<file path="src/rtl/button_press_solver.sv">
// Minimum-press solver: captures one line's target and button masks, walks all
// button subsets in Gray-code order, and sums the per-line minima over the file.
module button_press_solver #(
   parameter int MAX_WIRING_WIDTH = 16,
   parameter int MAX_BUTTONS      = 16,
   parameter int RESULT_WIDTH     = 32
) (
   input  logic                        clk,
   input  logic                        rst_n,
   input  logic                        end_of_file,
   input  logic                        end_of_line,
   input  logic                        wiring_valid,
   input  logic [MAX_WIRING_WIDTH-1:0] wiring_data,
   output logic                        busy,
   output logic                        result_valid,
   output logic [RESULT_WIDTH-1:0]     result_data,
   output logic                        overflow_error,
   output logic                        unsolvable_error
);

   localparam int CW = $clog2(MAX_BUTTONS + 1);
   // Pop-count width leaves all-ones strictly above any real press count.
   localparam int PW = $clog2(MAX_BUTTONS + 2);
   localparam int IW = (MAX_BUTTONS > 1) ? $clog2(MAX_BUTTONS) : 1;
   localparam int KW = MAX_BUTTONS + 1;
   localparam logic [PW-1:0] INF = {PW{1'b1}};

   typedef enum logic [1:0] {
      IDLE   = 2'd0,
      SEARCH = 2'd1,
      ACCUM  = 2'd2
   } state_t;

   function automatic logic [IW-1:0] trailing_zeros(input logic [MAX_BUTTONS-1:0] v);
      trailing_zeros = '0;
      for (int i = MAX_BUTTONS - 1; i >= 0; i--) begin
         if (v[i]) begin
            trailing_zeros = IW'(i);
         end
      end
   endfunction

   logic [MAX_WIRING_WIDTH-1:0] cap_target_r;
   logic [MAX_WIRING_WIDTH-1:0] cap_btn_r [MAX_BUTTONS];
   logic [CW-1:0]               cap_cnt_r;
   logic                        cap_has_r;
   logic                        eof_d_r;

   logic [MAX_WIRING_WIDTH-1:0] nxt_target_s;
   logic [MAX_WIRING_WIDTH-1:0] nxt_btn_s [MAX_BUTTONS];
   logic [CW-1:0]               nxt_cnt_s;
   logic                        nxt_has_s;
   logic                        btn_ovf_s;
   logic                        vld_s;
   logic                        eol_s;
   logic                        eof_rise_s;
   logic                        close_s;

   state_t                      state_r;
   logic [MAX_WIRING_WIDTH-1:0] sol_target_r;
   logic [MAX_WIRING_WIDTH-1:0] sol_btn_r [MAX_BUTTONS];
   logic [CW-1:0]               sol_cnt_r;
   logic [MAX_WIRING_WIDTH-1:0] acc_r;
   logic [MAX_BUTTONS-1:0]      gray_r;
   logic [MAX_BUTTONS-1:0]      k_r;
   logic [PW-1:0]               pop_r;
   logic [PW-1:0]               best_r;
   logic [RESULT_WIDTH-1:0]     total_r;
   logic                        result_valid_r;
   logic [RESULT_WIDTH-1:0]     result_data_r;
   logic                        overflow_r;
   logic                        unsolvable_r;

   logic [IW-1:0]               j_s;
   logic [MAX_WIRING_WIDTH-1:0] acc_n_s;
   logic [MAX_BUTTONS-1:0]      gray_n_s;
   logic [PW-1:0]               pop_n_s;
   logic [KW-1:0]               span_s;
   logic                        last_s;

   assign vld_s      = wiring_valid & ~result_valid_r;
   assign eol_s      = end_of_line & ~result_valid_r;
   assign eof_rise_s = end_of_file & ~eof_d_r;

   // Capture contents including this cycle's valid, so a same-cycle valid joins the closing line.
   always_comb begin
      nxt_target_s = cap_target_r;
      nxt_btn_s    = cap_btn_r;
      nxt_cnt_s    = cap_cnt_r;
      nxt_has_s    = cap_has_r;
      btn_ovf_s    = 1'b0;
      if (vld_s) begin
         if (!cap_has_r) begin
            nxt_target_s = wiring_data;
            nxt_has_s    = 1'b1;
            nxt_cnt_s    = '0;
         end else if (cap_cnt_r < CW'(MAX_BUTTONS)) begin
            nxt_btn_s[cap_cnt_r[IW-1:0]] = wiring_data;
            nxt_cnt_s                    = cap_cnt_r + CW'(1);
         end else begin
            btn_ovf_s = 1'b1;
         end
      end else begin
         btn_ovf_s = 1'b0;
      end
      close_s = nxt_has_s & (eol_s | eof_rise_s);
   end

   // One Gray-code step: flip bit j of the subset, update XOR and press count.
   always_comb begin
      j_s      = trailing_zeros(k_r);
      acc_n_s  = acc_r ^ sol_btn_r[j_s];
      gray_n_s = gray_r ^ (MAX_BUTTONS'(1) << j_s);
      if (gray_n_s[j_s]) begin
         pop_n_s = pop_r + PW'(1);
      end else begin
         pop_n_s = pop_r - PW'(1);
      end
      span_s = (KW'(1) << sol_cnt_r) - KW'(1);
      last_s = (k_r == span_s[MAX_BUTTONS-1:0]);
   end

   // Capture bank register, cleared whenever its line closes.
   always_ff @(posedge clk) begin
      if (!rst_n) begin
         cap_target_r <= '0;
         cap_cnt_r    <= '0;
         cap_has_r    <= 1'b0;
         eof_d_r      <= 1'b0;
         for (int i = 0; i < MAX_BUTTONS; i++) begin
            cap_btn_r[i] <= '0;
         end
      end else begin
         eof_d_r <= end_of_file;
         if (close_s) begin
            cap_has_r <= 1'b0;
            cap_cnt_r <= '0;
         end else begin
            cap_target_r <= nxt_target_s;
            cap_btn_r    <= nxt_btn_s;
            cap_cnt_r    <= nxt_cnt_s;
            cap_has_r    <= nxt_has_s;
         end
      end
   end

   // Solve FSM: hand-off, subset search, accumulation and completion.
   always_ff @(posedge clk) begin
      if (!rst_n) begin
         state_r        <= IDLE;
         sol_target_r   <= '0;
         sol_cnt_r      <= '0;
         acc_r          <= '0;
         gray_r         <= '0;
         k_r            <= '0;
         pop_r          <= '0;
         best_r         <= '0;
         total_r        <= '0;
         result_valid_r <= 1'b0;
         result_data_r  <= '0;
         overflow_r     <= 1'b0;
         unsolvable_r   <= 1'b0;
         for (int i = 0; i < MAX_BUTTONS; i++) begin
            sol_btn_r[i] <= '0;
         end
      end else begin
         if (btn_ovf_s) begin
            overflow_r <= 1'b1;
         end
         case (state_r)
            IDLE: begin
               if (close_s) begin
                  sol_target_r <= nxt_target_s;
                  sol_btn_r    <= nxt_btn_s;
                  sol_cnt_r    <= nxt_cnt_s;
                  acc_r        <= '0;
                  gray_r       <= '0;
                  pop_r        <= '0;
                  k_r          <= MAX_BUTTONS'(1);
                  best_r       <= (nxt_target_s == '0) ? PW'(0) : INF;
                  state_r      <= (nxt_cnt_s == '0) ? ACCUM : SEARCH;
               end else if (end_of_file && !nxt_has_s && !result_valid_r) begin
                  result_valid_r <= 1'b1;
                  result_data_r  <= total_r;
               end
            end
            SEARCH: begin
               if (close_s) begin
                  overflow_r <= 1'b1;
               end
               acc_r  <= acc_n_s;
               gray_r <= gray_n_s;
               pop_r  <= pop_n_s;
               k_r    <= k_r + MAX_BUTTONS'(1);
               if (acc_n_s == sol_target_r && pop_n_s < best_r) begin
                  best_r <= pop_n_s;
               end
               if (last_s) begin
                  state_r <= ACCUM;
               end
            end
            ACCUM: begin
               if (close_s) begin
                  overflow_r <= 1'b1;
               end
               if (best_r == INF) begin
                  unsolvable_r <= 1'b1;
               end else begin
                  total_r <= total_r + RESULT_WIDTH'(best_r);
               end
               state_r <= IDLE;
            end
            default: begin
               state_r <= IDLE;
            end
         endcase
      end
   end

   assign busy             = (state_r != IDLE);
   assign result_valid     = result_valid_r;
   assign result_data      = result_data_r;
   assign overflow_error   = overflow_r;
   assign unsolvable_error = unsolvable_r;

endmodule

</file>
<file path="config.mk">
export PLATFORM = sky130hd
export DESIGN_NAME = button_press_solver
export DESIGN_NICKNAME = d
export VERILOG_FILES = /design/src/rtl/button_press_solver.sv
export SDC_FILE = /design/constraint.sdc
export NUM_CORES = 1
export LEC_CHECK = 0
export CORE_MARGIN = 2
export CORE_UTILIZATION = 55
export CTS_BUF_LIST = sky130_fd_sc_hd__clkbuf_8
export CTS_CLUSTER_SIZE = 40
export DETAILED_ROUTE_END_ITERATION = 10
export PLACE_DENSITY_LB_ADDON = 0.1
export SKIP_CTS_REPAIR_TIMING = 1
export SLEW_MARGIN = 15
export SYNTH_ARGS = -nofsm -noshare
export SYNTH_HDL_FRONTEND = slang
export SYNTH_SLANG_ARGS = --single-unit
</file>
<file path="constraint.sdc">
create_clock -name clk -period 17.7 [get_ports clk]
set_input_delay 1.77 -clock clk [delete_from_list [all_inputs] [get_ports clk]]
set_output_delay 1.77 -clock clk [all_outputs]
set_load 0.005 [all_outputs]
</file>
Yosys cells after proc, flatten, opt, wreduce, memory -nomap -nowiden

Cells that the tools add are included.
Widths: inputs -> output; s select.

Multipliers: 0
Reductions and logical operators: 20
Shifts and indexed selects: 2
Add/sub/neg operators: 6
Magnitude comparators: 6
Bitwise operators: 14
Equal/unequal tests: 8
Div/mod/pow operators: 0
Multiplexer cells: 55

Operators by type and width:

| operator              | number |
|---|---|
| $mux 256              | 3 |
| $bwmux 256            | 1 |
| $mux 16               | 7 |
| $pmux 16 s2           | 3 |
| $bmux 16 s4           | 1 |
| $demux 16 s4          | 1 |
| $mux 4                | 16 |
| $mux 5                | 8 |
| $add 32x5->32         | 1 |
| $eq 16x16->1          | 2 |
| $xor 16x16->16        | 2 |
| $pmux 5 s2            | 2 |
| $add 16x1->16 const B | 1 |
| $logic_not 16->1      | 1 |
| $shl 1x4->16 const A  | 1 |
| $shl 1x5->16 const A  | 1 |
| $sub 16x2->16 const B | 1 |
| $add 5x1->5 const B   | 2 |
| $ge 5x5->1 const B    | 2 |
| $not 4->5             | 2 |
| $reduce_and 2->1      | 5 |
| $mux 1                | 8 |
| $mux 2                | 3 |
| $ne 2x2->1 const B    | 3 |
| 20 further kinds      | 34 |

Word-level logic and storage cells: 160
Memories: 0
Memory bits (read-only): 0
Flip-flop bits (word level): 683
Bits in writable memories: 0
Input bits: 21
Latch bits: 0
Output and inout bits: 36

Logic depth before layout (Yosys ltp)

Gate-level depths: netlist of run 1.

Word-level depth: 25
Mapped depth: 29
Gate-level depth less buffers: 25

Worst setup path before layout of run 1

Ideal clock, no wire load.

Kind: register -> register
Start: register k_r[9]
End: register best_r[4]
Stages on the path, launching flop included: 28
Slack: 11486 ps
Data required time: 17621 ps
Path buffers: 5
Period minus slack after synthesis: 6214 ps
Data arrival time: 6134 ps
Library setup time: 79 ps
Cell sequence: dfxtp_1 -> clkbuf_1 -> o21ai_0 -> a31oi_2 -> buf_2 -> clkbuf_1 -> buf_2 -> buf_1 -> nand2_1 -> o211ai_1 -> a31oi_1 -> a211o_1 -> inv_1 -> ha_1 -> a21o_1 -> a21oi_1 -> xnor2_1 -> xnor2_1 -> ha_1 -> o21ai_0 -> a21oi_1 -> a2111oi_0 -> o211ai_1 -> or3_1 -> a2111o_1 -> a2111oi_4 -> a211oi_1 -> a211oi_2

Longest elaborated chain between the ends: 19
Elaborated cells on any way between the ends: 27
Those cells by class: order compare: 1; eq/ne: 2; shift: 1; mux: 18; bitwise: 3; reduce/logical: 2

RTL lines:

| what                                                    | RTL line | RTL |
|---|---|---|
| start: declaration                                      | 65       | `logic [MAX_BUTTONS-1:0] k_r;` |
| start signal: assignment                                | 194      | `k_r <= k_r + MAX_BUTTONS'(1);` |
| $mux 4 * (10 in series)                                 | 37       | `if (v[i]) begin` |
| $shl 1x4->16 or $not 4->5 (tied branches)               | 113, 112 |  |
| $xor 16x16->16 or $bmux 16 s4 (tied branches)           | 113, 112 |  |
| $bmux 1 s4 or $mux 16 (tied branches)                   | 114, 112 |  |
| $mux 1 (not written as such) or $mux 16 (tied branches) | 114, 112 |  |
| $mux 5 or $xor 16x16->16 (tied branches)                | 114, 112 |  |
| $lt 5x5->1 or $eq 16x16->1 (tied branches)              | 195      | `if (acc_n_s == sol_target_r && pop_n_s < best_r) begin` |
| $logic_and 1x1->1                                       | 195      |  |
| $ne 2x2->1 (no line)                                    | -        |  |
| $reduce_and 3->1 (no line)                              | -        |  |
| end signal: assignment                                  | 180      | `best_r <= (nxt_target_s == '0) ? PW'(0) : INF;` |
| end signal: assignment                                  | 196      | `best_r <= pop_n_s;` |
| end: declaration                                        | 67       | `logic [PW-1:0] best_r;` |

Every way passes the cells marked *; elsewhere a longest branch is shown, timed or not. The select of a mux whose other input is x is not followed.
A chain may end at the register's enable or synchronous reset.

Worst setup path in the final report of run 1

Start: register k_r[2]
End: register best_r[2]

Longest elaborated chain between the ends: 12
Elaborated cells on any way between the ends: 20
Those cells by class: order compare: 1; eq/ne: 2; shift: 1; mux: 11; bitwise: 3; reduce/logical: 2

RTL lines:

| what                                                    | RTL line |
|---|---|
| $mux 4 * (3 in series)                                  | 37 |
| $shl 1x4->16 or $not 4->5 (tied branches)               | 113, 112 |
| $xor 16x16->16 or $bmux 16 s4 (tied branches)           | 113, 112 |
| $bmux 1 s4 or $mux 16 (tied branches)                   | 114, 112 |
| $mux 1 (not written as such) or $mux 16 (tied branches) | 114, 112 |
| $mux 5 or $xor 16x16->16 (tied branches)                | 114, 112 |
| $lt 5x5->1 or $eq 16x16->1 (tied branches)              | 195 |
| $logic_and 1x1->1                                       | 195 |
| $ne 2x2->1 (no line)                                    | - |
| $reduce_and 3->1 (no line)                              | - |

Marked as above.

==> results of run 1 <==
sequential cells by signal (all words and copies together) (netlist names), 2 cells and up:
signal        count
sol_target_r     16
state_r           2
total_r          32
gray_r           16
result_data      32
cap_target_r     16
k_r              16
cap_cnt_r         5
best_r            5
pop_r             5
acc_r            16
sol_cnt_r         5
sol_btn_r       256
cap_btn_r       256
cells in the final DEF (no fill, tap or decap), types with 38 or more instances in the layout:
cell             count
buf_4               68
nor3_1              48
mux2i_1            297
a211oi_1           291
clkdlybuf4s50_1     46
nand2_1            799
inv_1               68
nor2_1             421
o21ai_0            114
dfxtp_1            683
a31oi_1             38
xnor2_1             58
nand3_1             46
a21oi_1            372
clkbuf_8           140
tightest hold or removal path: stages, from the launching register on:
cell,delay [ns]
dfxtp_1,0.30
nand2_1,0.05
a21oi_1,0.05
power groups by stage:
stage / clock (uW) / sequential (uW) / combinational [uW]
global placement: 0 / 1760 / 518
CTS: 1490 / 1720 / 529
floorplan: 0 / 1710 / 379
finish: 1470 / 1730 / 540
global route: 1560 / 1740 / 585
detailed placement: 0 / 1760 / 527
cells by family (layout without fill, tap and decap cells):
| kind of cell | Yosys count | count (layout) | share of synthesized area [%] |
|---|---|---|---|
| and+or+nand+nor | 1476 | 1476 | 19.0 |
| AOI/OAI and AO/OA | 988 | 988 | 19.8 |
| buffers and inverters | 390 | 363 | 4.81 |
| muxes | 314 | 314 | 10.2 |
| adders and majority gates | 23 | 23 | 0.944 |
| xor gates and xnor gates | 95 | 95 | 2.59 |
| other | 0 | 1 | 0 |
| DFF | 683 | 683 | 42.6 |
worst paths after layout:
check                                  start                    endpoint  slack (ns)  cells after the start
setup reg to reg         k_r[2]$_SDFFE_PN0P_      best_r[2]$_SDFFE_PN0P_       10.08                     25
hold reg to reg   cap_btn_r[64]$_SDFFE_PN0N_  cap_btn_r[64]$_SDFFE_PN0N_        0.45                      2
hold / removal    cap_btn_r[64]$_SDFFE_PN0N_  cap_btn_r[64]$_SDFFE_PN0N_        0.45                      2
setup / recovery         k_r[2]$_SDFFE_PN0P_      best_r[2]$_SDFFE_PN0P_       10.08                     25
cell type report:
class | count | area share (%)
inverters | 33 | 0.373
repair buffers | 125 | 2.95
clock buffers | 140 | 5.47
clock inverters | 65 | 1.33
multi-input cells | 2896 | 48.4
flip-flops and latches | 683 | 38.8
well taps | 765 | 2.72
diodes | 1 | 0.00710
layer usage:
metal  global-route usage (%)  share of wire [%]  wire [um]
met5                        0                  0          0
met4                     13.4                3.7       3950
met3                     6.53                8.7       9320
met2                     51.6                 43      46000
met1                     50.3                 45      48100
through the flow:
step           setup WS, ns  std cells  total power (uW)
2_1_floorplan         11.49       3969              2090
6_report              10.08       4708              3740
4_1_cts               10.16       4707              3740
3_3_place_gp          10.48       4502              2270
3_5_place_dp          10.18       4502              2280
5_1_grt                9.42       4708              3880
==> results by group, run 1 <==
Critical path
  • Startpoint types: flip-flop
  • CP Capture Type: flip-flop
  • Critical Path Fanout Max: between 50 and 60
  • CP required: approximately 18 ns
  • Most used cell, CP: a211oi_1
  • CP Class: flip-flop to flip-flop
  • Crit path max-delay family: compound AO/OA/AOI/OAI gates
  • CP max-delay cell: a211oi_1
  • WP data arrival: 8.26 ns
  • CP bufs+invs: 4
  • Max incr delay on CP: around 0.77 ns

Floorplan
  • Cell Rows: ~90
  • Die width: 245 um
  • Initial Utilization: between 50% and 60%
  • Die height: 245 um
  • # IOs: 57
  • Core Area: 0.0577 mm2
  • Full die area: roughly 0.060 mm2

Final layout
  • Layout cells sized above 1: 8.52%
  • Fillers: 5,235
  • Area growth from synthesis to layout: 9.89%
  • FF+latch area: approximately 0.014 mm2
  • Nets: just under 4k
  • Layout Utilization: between 60% and 70%
  • Multi-input gate area: between 0.015 and 0.02 mm2
  • Post-Layout Inst Area: 0.0352 mm2

Run
  • # Max-Cap Violations: 0

Timing
  • Max-slew violations: 0
  • Setup Skew: between 0.03 and 0.04 ns
  • Final Hold Violating Endpoints: 0
  • Slew headroom: a little under an eighth
  • Achievable Freq: about 0.13 GHz
  • RSZ-0062 raised after global routing: no
  • Worst-margin pin slew: about 1.3 ns
  • Hold_ws: between 0.4 and 0.5 ns
  • Setup violators final: 0
  • Setup TNS: 0 ns
  • Tcrit/Tclk final: 43.1%
  • Period minus WS final: between 7 and 8 ns

Power
  • Cell Pwr Density: 106 mW/mm2
  • Peak supply drop: roughly 100 uV
  • P_int: ~2600 uW
  • Clock group share of total power: slightly below 40%
  • Static leakage: 0.0116 uW
  • Switching share of power: a little under a third
  • Combinational share of power: 14.4%
  • Register share of total power: between 40% and 50%
  • Psw: about 1100 uW

Detailed routing
  • DRT Pass-1 Iters: 8
  • Drt wl/cell: roughly 23 um
  • Drt drc: 0
  • Via count: roughly 29k
  • Post-route ant nets: 0
  • Detailed Route WL: 107,000 um
  • Post-DR vias/cell: a little over 6
  • DR iter-0 viols: ~3.0k

Logic synthesis
  • Mapped cell area: between 0.03 and 0.04 mm2
  • Syn_nets: 4,013
  • Largest cells by area after synthesis: dfxtp_1, nand2_1, mux2i_1
  • Post-synthesis cell count: between 3k and 4k
  • Top FF cell, synth: dfxtp_1
  • Post-synthesis async set-or-reset flop share: 0%
  • Distinct cells, synth: between 80 and 90
  • Most frequent cell after synthesis: nand2_1
  • Mean Syn Cell Area: around 8.1 um2
  • Synth cell count leaders: nand2_1, dfxtp_1, nor2_1
  • Synth Warn #: 0
  • Sequential area share after synthesis: around 43%
  • Synth area leader: dfxtp_1
  • Yosys reg bits: around 700
  • Number of synthesized flops with an enable pin: 0
  • Synth top area share: a little over two fifths

Global routing
  • Initial antenna violation count: 2
  • Gr ovfl total: 0
  • Vias in the first global route: roughly 27k
  • All-Layer GR Usage: a little over a third
  • Largest net degree at the start of global routing: 210
  • First-pass GRT wire length: roughly 160,000 um

Clock tree
  • TritonCTS Buffers: 112
  • Clk root buf: clkbuf_8
  • Clk_lat worst skew: 0.75 ns
  • Clk buf depth: 3
  • Sink Count: about 680
  • Clock transition at path regs: around 0.06 ns
  • CTS tree: done
  • Max H-tree Level: 3

Worst hold path
  • HP Class: flip-flop to flip-flop

Place
  • Global placer's final weighted congestion: around 0.96
  • Detailed placement HPWL: roughly 70,000 um
  • Placed Area: 0.0328 mm2
  • I/O Buffers: 56

Status
  • Outcome: complete, no violations
Power figures use the tool's default switching activity.
==> inputs of run 2 (changes only) <==
clock period = 7.9 ns   (was 17.7 ns; I/O delays follow)
==> results by group, run 2 (same netlist as run 1, synthesis figures left out) <==
Power
  • Psw: 2440 uW (+120%)
  • Combinational share of power: 14.5% (about the same)
  • Clock group share of total power: 38.0% (-1.3 points)
  • Static leakage: 0.0116 uW (-0.13%)
  • Switching share of power: 29.9% (-0.089 points)
  • Register share of total power: 47.5% (+1.3 points)
  • Cell Pwr Density: 231 mW/mm2 (+120%)
  • Peak supply drop: 226 uV (+120%)
  • P_int: 5700 uW (+120%)

Status
  • Outcome: complete, no violations

Place
  • Global placer's final weighted congestion: 0.982 (+2.5%)
  • Detailed placement HPWL: 67,000 um (-3.2%)
  • I/O Buffers: 56 (unchanged)
  • Place WS: 0.977 ns (-9.21 ns)

Critical path
  • Max incr delay on CP: 0.70 ns (-0.07 ns)
  • Most used cell, CP: a211oi_1
  • CP required: 8.53 ns (-9.81 ns)
  • CP max-delay cell: a211oi_1
  • CP Class: flip-flop to flip-flop
  • Startpoint types: flip-flop
  • WP data arrival: 7.69 ns (-0.57 ns)
  • CP Capture Type: flip-flop
  • R2R Setup Slk: 0.84 ns (-9.24 ns)
  • Critical Path Fanout Max: 26 (-50%)

Floorplan
  • Initial Utilization: 55.6% (unchanged)
  • Die width: 245 um (unchanged)
  • Full die area: 0.0603 mm2 (unchanged)
  • Core Area: 0.0577 mm2 (unchanged)
  • Cell Rows: 88 (unchanged)
  • # IOs: 57 (unchanged)
  • Die height: 245 um (unchanged)

Final layout
  • Layout cells sized above 1: 8.45% (-0.078 points)
  • Area growth from synthesis to layout: 9.60%
  • Nets: 3,898 (+0.077%)
  • Top Registers: cap_btn_r: 256 flops, sol_btn_r: 256 flops
  • Commonest cells after routing, fill and taps aside: nand2_1, dfxtp_1, nor2_1
  • Most common cell after layout, fill and taps aside: nand2_1

Detailed routing
  • Post-route ant nets: 0 (unchanged)
  • DRT Pass-1 Iters: 8 (unchanged)
  • Detailed Route WL: 105,000 um (-1.9%)
  • DR iter-0 viols: 2,778 (-7.8%)
  • Post-DR vias/cell: 6.14 (-0.38%)
  • Drt wl/cell: 22.3 um (-2.0%)
  • Drt drc: 0 (unchanged)
  • Via count: 28.9k (-0.33%)

Run
  • # Max-Cap Violations: 0 (unchanged)

Timing
  • Period minus WS final: 7.06 ns (-0.560 ns)
  • Max-slew violations: 0 (unchanged)
  • Slew headroom: 15.7% (+4.2 points)
  • Setup violators final: 0 (unchanged)
  • Setup Skew: 0.0466 ns (+0.0103 ns)
  • Tcrit/Tclk final: 89.4% (+46 points)
  • Achievable Freq: 0.142 GHz (+7.9%)
  • Final Hold Violating Endpoints: 0 (unchanged)
  • RSZ-0062 raised after global routing: no
  • Post-route setup slack: 0.840 ns (-9.24 ns)
  • Setup TNS: 0 ns (unchanged)
  • Worst-margin pin slew: 1.26 ns (-0.0549 ns)

Clock tree
  • Sink Count: 683 (unchanged)
  • Clk buf depth: 3 (unchanged)
  • Max H-tree Level: 3 (unchanged)
  • Clock transition at path regs: 0.06 ns (about the same)
  • Clk_lat worst skew: 0.76 ns (about the same)
  • CTS tree: done
  • TritonCTS Buffers: 109 (-2.7%)
  • Clk root buf: clkbuf_8

Global routing
  • Gr ovfl total: 0 (unchanged)
  • Vias in the first global route: 26.9k (+0.26%)
  • Initial antenna violation count: 2 (unchanged)
  • All-Layer GR Usage: 34.5% (-0.40 points)
  • First-pass GRT wire length: 162,000 um (-0.63%)
  • Largest net degree at the start of global routing: 231 (+10%)

Worst hold path
  • HP Class: flip-flop to flip-flop
run 2: cell types whose count changed in the layout (fill, tap and decap cells not counted), sizes merged:
cell	previous run	this run
bufinv	6	2
inv	73	76
clkinvlp	2	3
diode	1	2
clkinv	17	15
buf	79	85
clkbuf	140	137
run 2: power by group through the flow:
stage          combinational [uW]  sequential, uW  clock (uW)
2_1_floorplan                 850            3830           0
3_3_place_gp                 1140            3920           0
3_5_place_dp                 1160            3930           0
4_1_cts                      1160            3850        3120
5_1_grt                      1290            3880        3280
6_report                     1180            3860        3090
run 2: worst paths after layout:
check / startpoint / end / cells past startpoint
max: k_r[2]$_SDFFE_PN0P_ / best_r[1]$_SDFFE_PN0P_ / 25
min: cap_btn_r[134]$_SDFFE_PN0N_ / cap_btn_r[134]$_SDFFE_PN0N_ / 2
max reg2reg: k_r[2]$_SDFFE_PN0P_ / best_r[1]$_SDFFE_PN0P_ / 25
min reg2reg: cap_btn_r[134]$_SDFFE_PN0N_ / cap_btn_r[134]$_SDFFE_PN0N_ / 2
run 2: cell type report:
class	instances	area, um2
clock buffers	137	1890
fillers	5151	22500
well taps	765	957
diodes	2	5.00
clock inverters	63	347
flip-flops and latches	683	13700
inverters	33	131
repair buffers	131	1110
multi-input cells	2896	17000
run 2: stage by stage:
step                      hold WS, ns  utilization [%]  instances  instance area [um2]  power [uW]
after floorplan                 0.423                -       3969                32100        4680
after global placement          0.440             57.0       4508                32900        5060
after detailed placement        0.446             57.0       4508                32900        5080
after CTS                       0.454             60.9       4708                35100        8130
after global routing            0.469             60.9       4709                35200        8450
final                           0.452             60.9       4710                35200        8130
run 2: critical path, delay by kind of cell (launching register included):
kind / cells / cell delay, ns
compound gates: 15 / 4.23
xor+xnor: 2 / 0.35
flops: 1 / 0.47
fa+ha+maj: 2 / 0.63
simple gates: 3 / 0.68
buf+inv: 3 / 0.57
run 2: metal layers:
layer	wire length (um)	GRT usage, %	share of wire, %
met5	0	0	0
met4	3750	11.9	3.6
met3	9570	6.53	9.1
met2	46000	52.5	44
met1	46000	49.0	44
